File: src/rtl/demux_7_reg_if.sv
// Source-side handshake bundle for demux_7_reg: word/selector in, per-destination
// valid/ready out.
interface demux_7_reg_if #(
  parameter int WIDTH = 32
);
  logic             in_valid;
  logic             in_ready;
  logic [2:0]       seletor;
  logic [WIDTH-1:0] data_in;
  logic [6:0]       dst_ready;
  logic [6:0]       out_valid;

  modport master (
    output in_valid, seletor, data_in, dst_ready,
    input  in_ready, out_valid
  );

  modport slave (
    input  in_valid, seletor, data_in, dst_ready,
    output in_ready, out_valid
  );
endinterface

File: src/rtl/demux_7_reg.sv
// Write-side 7-way demux: accepts one word, stores it in the selected destination
// register, then holds out_valid until that destination accepts or the wait expires.
module demux_7_reg #(
  parameter int WIDTH   = 32,
  parameter int TIMEOUT = 16
) (
  input  logic             clk,
  input  logic             reset,
  demux_7_reg_if.slave     bus,
  output logic [WIDTH-1:0] out_0,
  output logic [WIDTH-1:0] out_1,
  output logic [WIDTH-1:0] out_2,
  output logic [WIDTH-1:0] out_3,
  output logic [WIDTH-1:0] out_4,
  output logic [WIDTH-1:0] out_5,
  output logic [WIDTH-1:0] out_6,
  output logic             err_timeout,
  output logic [7:0]       drop_count
);

  localparam int CNT_W = $clog2(TIMEOUT + 1);
  localparam logic [CNT_W-1:0] WAIT_LAST = CNT_W'(TIMEOUT - 1);
  localparam logic [2:0]       SEL_NULL  = 3'd7;

  typedef enum logic {
    IDLE,
    DRIVE
  } state_t;

  state_t           state_q, state_d;
  logic [2:0]       sel_q;
  logic [CNT_W-1:0] wait_q;
  logic [WIDTH-1:0] regs [7];
  logic             accept, complete, abort;

  // NOTE: every signal assigned here gets a default first so no path leaves it unassigned and infers a latch.
  always_comb begin
    state_d       = state_q;
    accept        = 1'b0;
    complete      = 1'b0;
    abort         = 1'b0;
    bus.in_ready  = 1'b0;
    bus.out_valid = '0;
    case (state_q)
      IDLE: begin
        bus.in_ready = 1'b1;
        if (bus.in_valid) begin
          accept = 1'b1;
          if (bus.seletor != SEL_NULL) state_d = DRIVE;
        end
      end
      DRIVE: begin
        bus.out_valid = 7'b1 << sel_q;
        // Completion is tested first so ready on the last wait cycle is not an error.
        if (bus.dst_ready[sel_q]) begin
          complete = 1'b1;
          state_d  = IDLE;
        end else if (wait_q == WAIT_LAST) begin
          abort   = 1'b1;
          state_d = IDLE;
        end
      end
      default: state_d = IDLE;
    endcase
  end

  // NOTE: sequential state uses non-blocking assignments so every register samples pre-edge values.
  always_ff @(posedge clk) begin
    if (reset) state_q <= IDLE;
    else       state_q <= state_d;
  end

  // NOTE: the destination registers are reset because their cleared value is architecturally visible.
  always_ff @(posedge clk) begin
    if (reset) begin
      sel_q       <= '0;
      wait_q      <= '0;
      err_timeout <= 1'b0;
      drop_count  <= '0;
      for (int k = 0; k < 7; k++) regs[k] <= '0;
    end else begin
      if (accept) begin
        if (bus.seletor == SEL_NULL) begin
          if (drop_count != 8'hFF) drop_count <= drop_count + 8'd1;
        end else begin
          sel_q  <= bus.seletor;
          wait_q <= '0;
          for (int k = 0; k < 7; k++)
            if (bus.seletor == 3'(k)) regs[k] <= bus.data_in;
        end
      end
      if (state_q == DRIVE && !complete && !abort) wait_q <= wait_q + 1'b1;
      if (abort) err_timeout <= 1'b1;
    end
  end

  assign out_0 = regs[0];
  assign out_1 = regs[1];
  assign out_2 = regs[2];
  assign out_3 = regs[3];
  assign out_4 = regs[4];
  assign out_5 = regs[5];
  assign out_6 = regs[6];

endmodule
File: src/flat_wrapper.sv
// flat-port wrapper written by rule: the top's interface ports become plain ports
module demux_7_reg_flat 
#(
  parameter int WIDTH   = 32,
  parameter int TIMEOUT = 16
)
  (clk, reset, out_0, out_1, out_2, out_3, out_4, out_5, out_6, err_timeout, drop_count, bus_in_valid, bus_seletor, bus_data_in, bus_dst_ready, bus_in_ready, bus_out_valid);
  demux_7_reg_if #(.WIDTH(WIDTH)) bus_i ();
  input  logic clk;
  input  logic reset;
  output logic [WIDTH-1:0] out_0;
  output logic [WIDTH-1:0] out_1;
  output logic [WIDTH-1:0] out_2;
  output logic [WIDTH-1:0] out_3;
  output logic [WIDTH-1:0] out_4;
  output logic [WIDTH-1:0] out_5;
  output logic [WIDTH-1:0] out_6;
  output logic err_timeout;
  output logic [7:0] drop_count;
  input wire logic [$bits(bus_i.in_valid)-1:0] bus_in_valid;
  input wire logic [$bits(bus_i.seletor)-1:0] bus_seletor;
  input wire logic [$bits(bus_i.data_in)-1:0] bus_data_in;
  input wire logic [$bits(bus_i.dst_ready)-1:0] bus_dst_ready;
  output wire logic [$bits(bus_i.in_ready)-1:0] bus_in_ready;
  output wire logic [$bits(bus_i.out_valid)-1:0] bus_out_valid;
  assign bus_i.in_valid = bus_in_valid;
  assign bus_i.seletor = bus_seletor;
  assign bus_i.data_in = bus_data_in;
  assign bus_i.dst_ready = bus_dst_ready;
  assign bus_in_ready = bus_i.in_ready;
  assign bus_out_valid = bus_i.out_valid;
  demux_7_reg #(.WIDTH(WIDTH), .TIMEOUT(TIMEOUT)) u_core (.clk(clk), .reset(reset), .bus(bus_i), .out_0(out_0), .out_1(out_1), .out_2(out_2), .out_3(out_3), .out_4(out_4), .out_5(out_5), .out_6(out_6), .err_timeout(err_timeout), .drop_count(drop_count));
endmodule
File: config.mk
export PLATFORM = sky130hd
export DESIGN_NAME = demux_7_reg_flat
export DESIGN_NICKNAME = d
export VERILOG_FILES = /design/src/rtl/demux_7_reg_if.sv /design/src/rtl/demux_7_reg.sv /design/src/flat_wrapper.sv
export SDC_FILE = /design/constraint.sdc
export NUM_CORES = 1
export LEC_CHECK = 0
export BUFFER_PORTS_ARGS = -buffer_cell sky130_fd_sc_hd__buf_2
export CAP_MARGIN = 20
export CORE_ASPECT_RATIO = 0.75
export CORE_UTILIZATION = 54
export CTS_CLUSTER_DIAMETER = 120
export CTS_CLUSTER_SIZE = 25
export DETAILED_ROUTE_END_ITERATION = 7
export PLACE_DENSITY = 0.83
export RECOVER_POWER = 50
export SYNTH_ARGS = -nofsm -noshare
export SYNTH_HDL_FRONTEND = slang
export SYNTH_SLANG_ARGS = --single-unit
File: constraint.sdc
create_clock -name clk -period 5.5 [get_ports clk]
set_clock_uncertainty 0.05 [all_clocks]
set_input_delay 0.825 -clock clk [delete_from_list [all_inputs] [get_ports clk]]
set_output_delay 0.825 -clock clk [all_outputs]
set_load 0.05 [all_outputs]
After elaboration in Yosys (flattened, before gate mapping):

Memory sizes are Yosys's and may differ from the RTL's.
Cells that the tools add are included.

* RAM bits: 224
* flip-flop bits (word level): 18
* memories kept: 1
* output and inout bits: 241
* bits of input ports: 45

* muxes and demuxes: 63
* shift-type cells: 1
* reduce and logical (&&, ||, !) cells: 9
* magnitude comparators: 1
* equality and inequality tests: 11
* add/sub/neg operators: 2
* bitwise operators: 9

Memories
* u_core.regs: words 7, bits a word 32, read ports 7, clocked after memory_dff 0, wr ports 7, line demux_7_reg.sv:33 `logic [WIDTH-1:0] regs [7];`

Operator list (count)
* $mux 32: 7
* $mux 1: 50
* $mux 5: 3
* $eq 3x3->1 const B: 4
* $add 8x1->8 const B: 1
* $ne 8x8->1 const B: 1
* $mux 7: 1
* $or 1x1->1: 7
* $shl 1x3->7 const A: 1
* $eq 3x2->1 const B: 2
* $add 5x1->5 const B: 1
* $eq 5x4->1 const B: 1
* $lt 3x4->1 const B: 1
* $reduce_and 2->1: 2
* $bmux 1 s3: 1
* $eq 3x1->1 const B: 1
* $logic_not 3->1: 1
* $ne 3x3->1 const B: 1
* $reduce_and 3->1: 1
* $logic_and 1x1->1: 2
* $logic_not 1->1: 2
* $ne 2x2->1 const B: 1
* $not 1->1: 2
* $pmux 1 s2: 1
* $reduce_bool 2->1: 1

Longest topological paths before layout:

Gate-level depths: netlist of run 1.

* depth in word-level cells: 9
* mapped depth: 7
* mapped depth without buffers: 6

Least setup slack after synthesis of run 1:

No wires, ideal clock.

* kind: input to register
* from: in bus_in_valid
* to: mem u_core.regs[2][0] (netlist: u_core.regs[0][64]) (enable)
* setup slack: 2904 ps
* setup time: 394 ps
* data required time: 5056 ps
* stages: 4
* data arrival time: 2152 ps
* path through: nand2_1 nor2_1 nand3_1 nand2b_1

RTL lines
* start: declaration: line flat_wrapper.sv:20 `input wire logic [$bits(bus_i.in_valid)-1:0] bus_in_valid;`
* end: declaration: line demux_7_reg.sv:33

==> results.sh, run 1 <==
export IMPL_worstPathArrival_ps=3560
export IMPL_syn_cell_area_mm2=0.00888
export IMPL_relSlewSlack=-0.565
export IMPL_drt_wl_total_um=21800
export IMPL_route_met3_wl_um=2260
export IMPL_multi_input_area_mm2=0.00157
export IMPL_cts_htree_levels=1
export IMPL_fill_cells=1300
export IMPL_rrSetupSlack_ps=2590
export IMPL_die_y_um=113
export IMPL_setup_viol=0
export IMPL_dieArea_mm2=0.0170
export IMPL_synthesis_nets=680
export IMPL_first_iter_violations=451
export IMPL_ys_seq_area_frac=0.798
export IMPL_cts_buffers=13
export IMPL_fp_dieW_um=150
export IMPL_synth_warning_count=0
export IMPL_tightest_slew_ps=2350
export IMPL_cpMaxStageDelayCell="clkbuf_1"
export IMPL_cap_violations=1
export IMPL_placed_cell_area_mm2=0.0105
export IMPL_drtAntennaViolNets=0
export IMPL_power_density_mw_per_mm2=343
export IMPL_tns_ps=0
export IMPL_finalPower_mw=3.65
export IMPL_fin_crit_ps=3530
export IMPL_fin_ws_ps=1970
export IMPL_crit_chain="clkbuf_1, nand2b_2"
export IMPL_wire_per_inst_um=19.4
export IMPL_cp_end_kind="register"
export IMPL_synthCells=632
export IMPL_num_io_pins=286
export IMPL_cts_path_max_buffers=3
export IMPL_cts_root_buf="clkbuf_16"
export IMPL_critPathMaxStageDelay_ps=1640
export IMPL_postCtsSetupBuffers=0
export IMPL_area_growth_pct=19.6
export IMPL_drt_first_pass_iters=5
export IMPL_p_leak_nw=4.05
export IMPL_seqCellArea_mm2=0.00709
export IMPL_start_util=0.553
export IMPL_dr_wl_met2_um=10200
export IMPL_clock_sinks=242
export IMPL_slew_viol_final=62
export IMPL_violations="capacitance limit, slew limit"
export IMPL_finalCritPeriodShare=0.641
export IMPL_fmax_mhz=284
export IMPL_core_area_mm2=0.0161
export IMPL_insertion_delay_ps=470
export IMPL_hp_class="register to register"
export IMPL_grt_pass1_vias=5519
export IMPL_hold_violations=0
export IMPL_cp_required_ps=5540
export IMPL_antenna_found_initial=1
export IMPL_hold_slack_ps=431
export IMPL_path_buf_inv=1
export IMPL_status="finished, violations left"
export IMPL_portBuffers=285
export IMPL_drcViolationCount=0
export IMPL_finalCoreUtilization=0.661
export IMPL_vdd_drop_max_v=0.000271
export IMPL_rsz0062_at_grt="false"
export IMPL_vias=5903
export IMPL_post_place_cells=1104
export IMPL_cts_tree="yes"
export IMPL_worstSetupStartpointType="input pin"
export IMPL_critical_path_top_delay_family="buffers and inverters"
export IMPL_grt_pass1_wl_um=31700
export IMPL_grt_remaining_overflow=0
export IMPL_placementRows=40
export IMPL_highest_layer="met4"
export IMPL_critPathMaxFanout=61
export IMPL_via_per_inst=5.26
export IMPL_cts_clk_slew_worst_paths_ps=90
export IMPL_final_cell_area_mm2=0.0106
export IMPL_synth_seq_cells=242
export IMPL_drive_gt1_frac=0.136
export IMPL_wl_met1_um=8950
export IMPL_post_dp_hpwl_um=14400
export IMPL_postSynthAreaPerCell_um2=14.1
export IMPL_fin_cells=1122
export IMPL_track_usage=0.254
export IMPL_grt_max_degree=62
export IMPL_layout_nets=957
export IMPL_place_ws_ps=2170
export IMPL_crit_type="input pin to register"
export IMPL_ys_types=35
export IMPL_gp_congestion=0.797
export IMPL_postCtsResizedCells=0
export IMPL_cts_hold_buf=0
## state kept, by name (all words and copies together) (netlist names)
register,flops
u_core.drop_count,8
u_core.err_timeout,1
u_core.regs,224
u_core.sel_q,3
u_core.state_q,1
u_core.wait_q,5
## cell families after synthesis
family                     Yosys count  synth area share
and+or+nand+nor                    297             0.144
DFF                                242             0.798
buffers and inverters               64            0.0282
AOI/OAI and AO/OA                   15            0.0134
xor gates and xnor gates             6           0.00592
muxes                                5           0.00634
adders and majority gates            3           0.00423
## cell usage after synthesis (all sizes together)
cell type,n,share of area
a211oi,1,0.0023
a21oi,6,0.0034
a22o,1,0.00099
a2bb2oi,1,0.0017
a31o,1,0.00099
and2,1,0.00070
and3,3,0.0021
and3b,1,0.00099
buf,3,0.0024
clkbuf,25,0.011
dfxtp,18,0.041
edfxtp,224,0.76
ha,3,0.0042
inv,36,0.015
mux2,2,0.0030
mux2i,3,0.0034
nand2,11,0.0046
nand2b,42,0.030
nand3,2,0.0011
nand3b,1,0.00085
nand4,5,0.0035
nor2,219,0.093
nor2b,1,0.00070
nor3,6,0.0034
nor3b,2,0.0017
o211a,1,0.0011
o211ai,1,0.00085
o21ai,2,0.0011
o41ai,1,0.00099
or3,2,0.0014
or3b,1,0.00099
xnor2,1,0.00099
xor2,5,0.0049
## report_power, final
part	internal (mW)	switching, mW	total (mW)
combinational	0.0743	0.457	0.531
clock	0.439	0.538	0.977
sequential	2.10	0.0376	2.14
total	2.61	1.03	3.65
## worst reg2reg max path: stages, from the launching register on
cell and delay [ps]:
dfxtp_1 340, inv_1 160, nand2_1 140, nor2_1 310, nand3_2 620, nand2b_2 900
## area by class of cell
type,instances,area share
clock buffer,16,0.0317
timing repair buffer,290,0.115
multi-input combinational,326,0.147
clock inverter,1,0.000824
sequential,242,0.667
antenna,1,0.000236
inverter,36,0.0127
tap,210,0.0247
## final timing paths
path,from,end,cells past startpoint
setup / recovery,reset,u_core.regs[0][124]$_SDFFCE_PN0P_,2
hold / removal,u_core.err_timeout$_SDFFE_PP0P_,u_core.err_timeout$_SDFFE_PP0P_,2
setup reg to reg,u_core.state_q$_SDFF_PP0_,u_core.regs[0][91]$_SDFFCE_PN0P_,5
hold reg to reg,u_core.err_timeout$_SDFFE_PP0P_,u_core.err_timeout$_SDFFE_PP0P_,2
## layout by cell type, fill, tap and decap left out, drive strengths merged
cell type  instances
buf               98
or3b               1
nor3b              2
o211a              1
inv               37
nor2             219
o21ai              2
nor3               6
nand3b             1
nand2             11
xnor2              1
o41ai              1
a2bb2oi            1
nand2b            42
and3               3
nand4              5
clkbuf           208
and2               1
a31o               1
a22o               1
ha                 3
and3b              1
dfxtp             18
nand3              2
xor2               5
o211ai             1
mux2i              3
diode              1
a211oi             1
mux2               2
edfxtp           224
a21oi              6
or3                2
nor2b              1
## metal layers
layer / vias to the layer above / global-route usage
met5: - / 0
met4: 0 / 0.0492
met3: 29 / 0.0565
met2: 352 / 0.410
met1: 2831 / 0.361
li1: 2691 / -
Power figures use the tool's default switching activity.
==> run 2, diff against run 1 <==
--- a/config.mk
+++ b/config.mk
@@ -5,14 +5,15 @@
 export SDC_FILE = /design/constraint.sdc
 export NUM_CORES = 1
 export LEC_CHECK = 0
+export ABC_AREA = 1
 export BUFFER_PORTS_ARGS = -buffer_cell sky130_fd_sc_hd__buf_2
 export CAP_MARGIN = 20
 export CORE_ASPECT_RATIO = 0.75
-export CORE_UTILIZATION = 54
+export CORE_UTILIZATION = 46
 export CTS_CLUSTER_DIAMETER = 120
 export CTS_CLUSTER_SIZE = 25
 export DETAILED_ROUTE_END_ITERATION = 7
-export PLACE_DENSITY = 0.83
+export PLACE_DENSITY = 0.75
 export RECOVER_POWER = 50
 export SYNTH_ARGS = -nofsm -noshare
 export SYNTH_HDL_FRONTEND = slang
==> constraint.sdc (replaced) <==
create_clock -name clk -period 2.8 [get_ports clk]
set_clock_uncertainty 0.05 [all_clocks]
set_input_delay 0.42 -clock clk [delete_from_list [all_inputs] [get_ports clk]]
set_output_delay 0.42 -clock clk [all_outputs]
set_load 0.05 [all_outputs]
==> results.sh, run 2 <==
export IMPL_dieArea_mm2=0.0202
export IMPL_synth_common_cells="nor2_1, edfxtp_1, inv_1, nand2_1, dfxtp_1"
export IMPL_synthTopCellsByArea="edfxtp_1, nor2_1, dfxtp_1"
export IMPL_finalCritPeriodShare=0.824
export IMPL_drcViolationCount=0
export IMPL_crit_type="register to register"
export IMPL_grt_pass1_wl_um=35000
export IMPL_tightest_slew_ps=1390
export IMPL_ys_types=29
export IMPL_gp_congestion=0.841
export IMPL_mostFrequentLayoutCells="nor2_1, edfxtp_1, clkbuf_1, buf_2, inv_1"
export IMPL_top_register="u_core.regs"
export IMPL_vdd_drop_max_v=0.000473
export IMPL_post_synth_top_count_cell="nor2_1"
export IMPL_via_per_inst=5.21
export IMPL_area_growth_pct=21.1
export IMPL_ys_seq_area_frac=0.785
export IMPL_fmax_mhz=434
export IMPL_antenna_found_initial=0
export IMPL_setup_viol=0
export IMPL_placementRows=43
export IMPL_synthesis_nets=731
export IMPL_cts_htree_levels=1
export IMPL_power_share_sequential=0.576
export IMPL_worstSetupStartpointType="register"
export IMPL_pwr_share_clk=0.270
export IMPL_wire_per_inst_um=19.9
export IMPL_start_util=0.479
export IMPL_fin_ws_ps=494
export IMPL_first_iter_violations=660
export IMPL_largest_reg_flops=224
export IMPL_slew_viol_final=0
export IMPL_worstPathArrival_ps=2430
export IMPL_layout_nets=1026
export IMPL_cp_required_ps=2930
export IMPL_rsz0062_at_grt="false"
export IMPL_die_y_um=123
export IMPL_post_dp_hpwl_um=16900
export IMPL_cts_buffers=13
export IMPL_synth_edff_count=224
export IMPL_grt_remaining_overflow=0
export IMPL_postSynthAreaPerCell_um2=13.2
export IMPL_cts_clk_slew_worst_paths_ps=100
export IMPL_p_int_mw=5.17
export IMPL_insertion_delay_ps=460
export IMPL_drive_gt1_frac=0.157
export IMPL_vias=6409
export IMPL_synth_warning_count=0
export IMPL_rrSetupSlack_ps=490
export IMPL_p_leak_nw=4.33
export IMPL_portBuffers=285
export IMPL_synthFlopType="edfxtp_1"
export IMPL_mostFrequentLayoutCell="nor2_1"
export IMPL_hold_violations=0
export IMPL_cts_root_buf="clkbuf_16"
export IMPL_status="complete, no violations"
export IMPL_fp_dieW_um=164
export IMPL_relSlewSlack=0.0766
export IMPL_num_io_pins=286
export IMPL_postCtsResizedCells=0
export IMPL_seqCellArea_mm2=0.00709
export IMPL_num_antenna_cells=0
export IMPL_cts_path_max_buffers=3
export IMPL_drt_first_pass_iters=4
export IMPL_synth_top_area_share=0.745
export IMPL_core_area_mm2=0.0188
export IMPL_drtAntennaViolNets=0
export IMPL_multi_input_area_mm2=0.00154
export IMPL_place_ws_ps=606
export IMPL_clock_sinks=242
export IMPL_drt_wl_total_um=24500
export IMPL_yosysTopAreaCell="edfxtp_1"
export IMPL_critPathMaxFanout=19
export IMPL_cp_end_kind="register"
export IMPL_synthCells=683
export IMPL_finalPower_mw=7.28
export IMPL_pwr_share_comb=0.154
export IMPL_track_usage=0.239
export IMPL_cts_hold_buf=0
export IMPL_synth_seq_cells=242
export IMPL_synth_async_sr_flop_share=0
export IMPL_hp_class="input pin to register"
export IMPL_syn_cell_area_mm2=0.00903
export IMPL_cap_violations=0
export IMPL_grt_max_degree=53
export IMPL_largestRegisters="u_core.regs (224), u_core.drop_count (8), u_core.wait_q (5)"
export IMPL_grt_pass1_vias=6049
export IMPL_postCtsSetupBuffers=0
export IMPL_p_sw_mw=2.11
export IMPL_cts_tree="yes"
export IMPL_tns_ps=0
export IMPL_fin_crit_ps=2310
export IMPL_fill_cells=1638
export IMPL_sw_frac_of_total=0.290
export IMPL_power_density_mw_per_mm2=665
==> run 2: changes by cell type in the layout (fill, tap and decap cells not counted), sizes merged, moves of 13 or more <==
cell    change
buf        +14
inv        +38
nor2       +23
nand3      +13
nand2b     -42
nand2      +24
==> run 2: routing by layer <==
layer  track usage  routed length, um  share of wire
met1         0.321               9940           0.41
met2         0.392              11500           0.47
met3        0.0647               2710           0.11
met4        0.0492                339          0.014
met5             0                  0              0
==> run 2: cells by family after synthesis <==
logic type / synth area share
AOI/OAI and AO/OA: 0.0143
xor gates and xnor gates: 0.00388
adders and majority gates: 0.00416
buffers and inverters: 0.0443
DFF: 0.785
and+or+nand+nor: 0.148
==> run 2: through the flow <==
stage	instances	hold slack (ps)	util	area, um2
6_report	1231	232	0.581	10900
3_3_place_gp	1210	403	0.577	10900
2_1_floorplan	683	410	-	9030
4_1_cts	1231	225	0.596	11200
3_5_place_dp	1210	425	0.577	10900
5_1_grt	1231	240	0.581	10900
==> run 2: worst paths after layout <==
kind              depth (start not counted)                                 to                          start
hold reg to reg                           2      u_core.wait_q[4]$_SDFFE_PP0P_  u_core.wait_q[4]$_SDFFE_PP0P_
hold / removal                            3  u_core.regs[0][121]$_SDFFCE_PN0P_                bus_data_in[25]
setup reg to reg                          8   u_core.regs[0][47]$_SDFFCE_PN0P_      u_core.state_q$_SDFF_PP0_
setup / recovery                          8   u_core.regs[0][47]$_SDFFCE_PN0P_      u_core.state_q$_SDFF_PP0_
==> run 2: critical path, stage by stage, from the launching register on <==
cell	delay [ps]
dfxtp_1	330
nor2_1	300
inv_1	210
nor2_8	160
inv_4	70
nor2_1	170
inv_2	160
nand2_2	320
buf_12	230
==> run 2: area by class of cell <==
type | instances | area share
clock buffers | 20 | 0.0321
clock inverters | 1 | 0.000801
inverters | 74 | 0.0256
multi-input cells | 345 | 0.141
flip-flops and latches | 242 | 0.648
well taps | 247 | 0.0283
repair buffers | 302 | 0.124
==> run 2: power by group through the flow <==
stage / registers (mW) / logic, mW / clock network (mW)
floorplan: 4.87 / 0.227 / 0
global placement: 4.27 / 1.16 / 0
detailed placement: 4.27 / 1.17 / 0
CTS: 4.19 / 1.17 / 1.98
global route: 4.21 / 1.18 / 2.11
finish: 4.19 / 1.12 / 1.96
==> run 3, diff against run 2 <==
--- a/config.mk
+++ b/config.mk
@@ -9,11 +9,11 @@
 export BUFFER_PORTS_ARGS = -buffer_cell sky130_fd_sc_hd__buf_2
 export CAP_MARGIN = 20
 export CORE_ASPECT_RATIO = 0.75
-export CORE_UTILIZATION = 46
+export CORE_UTILIZATION = 51
 export CTS_CLUSTER_DIAMETER = 120
 export CTS_CLUSTER_SIZE = 25
 export DETAILED_ROUTE_END_ITERATION = 7
-export PLACE_DENSITY = 0.75
+export PLACE_DENSITY = 0.79
 export RECOVER_POWER = 50
 export SYNTH_ARGS = -nofsm -noshare
 export SYNTH_HDL_FRONTEND = slang
==> constraint.sdc (replaced) <==
create_clock -name clk -period 2.36 [get_ports clk]
set_clock_uncertainty 0.05 [all_clocks]
set_input_delay 0.354 -clock clk [delete_from_list [all_inputs] [get_ports clk]]
set_output_delay 0.354 -clock clk [all_outputs]
set_load 0.05 [all_outputs]
==> results.sh, run 3 (synthesized netlist as in run 2, its figures left out) <==
export IMPL_status="complete, no violations"
export IMPL_vias=6329
export IMPL_portBuffers=285
export IMPL_first_iter_violations=508
export IMPL_drt_first_pass_iters=4
export IMPL_antenna_found_initial=1
export IMPL_cp_end_kind="register"
export IMPL_post_dp_hpwl_um=16500
export IMPL_cts_path_max_buffers=3
export IMPL_dieArea_mm2=0.0182
export IMPL_largest_reg_flops=224
export IMPL_fmax_mhz=498
export IMPL_grt_pass1_wl_um=33600
export IMPL_power_density_mw_per_mm2=790
export IMPL_area_growth_pct=20.4
export IMPL_drcViolationCount=0
export IMPL_layout_nets=1027
export IMPL_use_met2=0.409
export IMPL_cts_hold_buf=0
export IMPL_cts_tree="yes"
export IMPL_num_io_pins=286
export IMPL_postCtsResizedCells=0
export IMPL_cts_root_buf="clkbuf_16"
export IMPL_finalCritPeriodShare=0.851
export IMPL_track_usage=0.252
export IMPL_critPathMaxFanout=32
export IMPL_largestRegisters="u_core.regs (224), u_core.drop_count (8), u_core.wait_q (5)"
export IMPL_final_cell_area_mm2=0.0109
export IMPL_tns_ps=0
export IMPL_grt_remaining_overflow=0
export IMPL_grt_max_degree=53
export IMPL_slew_viol_final=0
export IMPL_grt_pass1_vias=5808
export IMPL_critPathMaxStageDelay_ps=340
export IMPL_gr_usage_met3=0.0762
export IMPL_worstPathArrival_ps=2120
export IMPL_wire_per_inst_um=19.4
export IMPL_relSlewSlack=0.119
export IMPL_p_leak_nw=4.17
export IMPL_drt_wl_total_um=23700
export IMPL_crit_type="register to register"
export IMPL_start_util=0.529
export IMPL_fin_ws_ps=351
export IMPL_vdd_drop_max_v=0.000464
export IMPL_drtAntennaViolNets=0
export IMPL_die_y_um=117
export IMPL_mostFrequentLayoutCells="clkbuf_1, nor2_1, edfxtp_1, inv_1, buf_2"
export IMPL_top_register="u_core.regs"
export IMPL_cts_buffers=13
export IMPL_grtUsageMet1=0.340
export IMPL_busiest_layer="met2"
export IMPL_placed_cell_area_mm2=0.0108
export IMPL_cpMaxStageDelayCell="dfxtp_1"
export IMPL_worstSetupStartpointType="register"
export IMPL_hold_violations=0
export IMPL_cts_htree_levels=1
export IMPL_postCtsSetupBuffers=0
export IMPL_via_per_inst=5.19
export IMPL_hp_class="input pin to register"
export IMPL_cp_required_ps=2470
export IMPL_core_area_mm2=0.0171
export IMPL_finalPower_mw=8.59
export IMPL_drive_gt1_frac=0.112
export IMPL_crit_chain="nor2_1, inv_1, nor2_8, inv_4, nor2_4, inv_2, nand2_2, buf_12"
export IMPL_mostFrequentLayoutCell="clkbuf_1"
export IMPL_clock_sinks=242
export IMPL_gp_congestion=0.816
export IMPL_insertion_delay_ps=470
export IMPL_tightest_slew_ps=1320
export IMPL_placementRows=41
export IMPL_fp_dieW_um=156
export IMPL_place_ws_ps=432
export IMPL_setup_viol=0
export IMPL_fin_crit_ps=2010
export IMPL_cap_violations=0
export IMPL_cts_clk_slew_worst_paths_ps=100
export IMPL_rsz0062_at_grt="false"
## run 3: cell count changes in the layout (fill, tap and decap cells not counted), moves of 2 or more
cell      change
clkbuf_1     +43
buf_4         +2
buf_2        -46
nor2_4        +2
## run 3: final cells by class
class,instances,area (um2)
well taps,236,295
clock inverters,1,8.76
inverters,74,280
fillers,1416,6210
flip-flops and latches,242,7090
clock buffers,17,340
multi-input cells,345,1560
diodes,1,2.50
repair buffers,303,1300
## run 3: final timing paths
check	start	to	slack [ps]	depth (start not counted)
worst min-delay path	bus_data_in[29]	u_core.regs[0][157]$_SDFFCE_PN0P_	170	3
worst min register to register	u_core.err_timeout$_SDFFE_PP0P_	u_core.err_timeout$_SDFFE_PP0P_	430	2
worst max register to register	u_core.state_q$_SDFF_PP0_	u_core.regs[0][11]$_SDFFCE_PN0P_	350	8
worst max-delay path	u_core.state_q$_SDFF_PP0_	u_core.regs[0][11]$_SDFFCE_PN0P_	350	8
## run 3: metrics by stage
step / hold slack (ps) / util / cells
global route: 173 / 0.636 / 1218
floorplan: 410 / - / 683
finish: 166 / 0.636 / 1219
detailed placement: 407 / 0.635 / 1200
CTS: 158 / 0.655 / 1218
global placement: 398 / 0.635 / 1200
## run 3: layer usage
| layer | vias up | share of wire | wire, um |
|---|---|---|---|
| met5 | - | 0 | 0 |
| met4 | 0 | 0.016 | 385 |
| met3 | 32 | 0.12 | 2760 |
| met2 | 381 | 0.46 | 11000 |
| met1 | 3060 | 0.40 | 9560 |
| li1 | 2856 | - | - |
## run 3: report_power, final
part / switching [mW] / total (mW) / internal [mW] / leakage [nW]
Clock: 1.27 / 2.30 / 1.03 / 0.169
Combinational: 1.14 / 1.32 / 0.178 / 1.54
Sequential: 0.0810 / 4.97 / 4.89 / 2.46
Total: 2.49 / 8.59 / 6.10 / 4.17
## run 3: critical path, delay by kind of cell (launching register included)
family,cells,cell delay (ps)
DFF,1,340
and+or+nand+nor,4,670
buffers and inverters,4,620
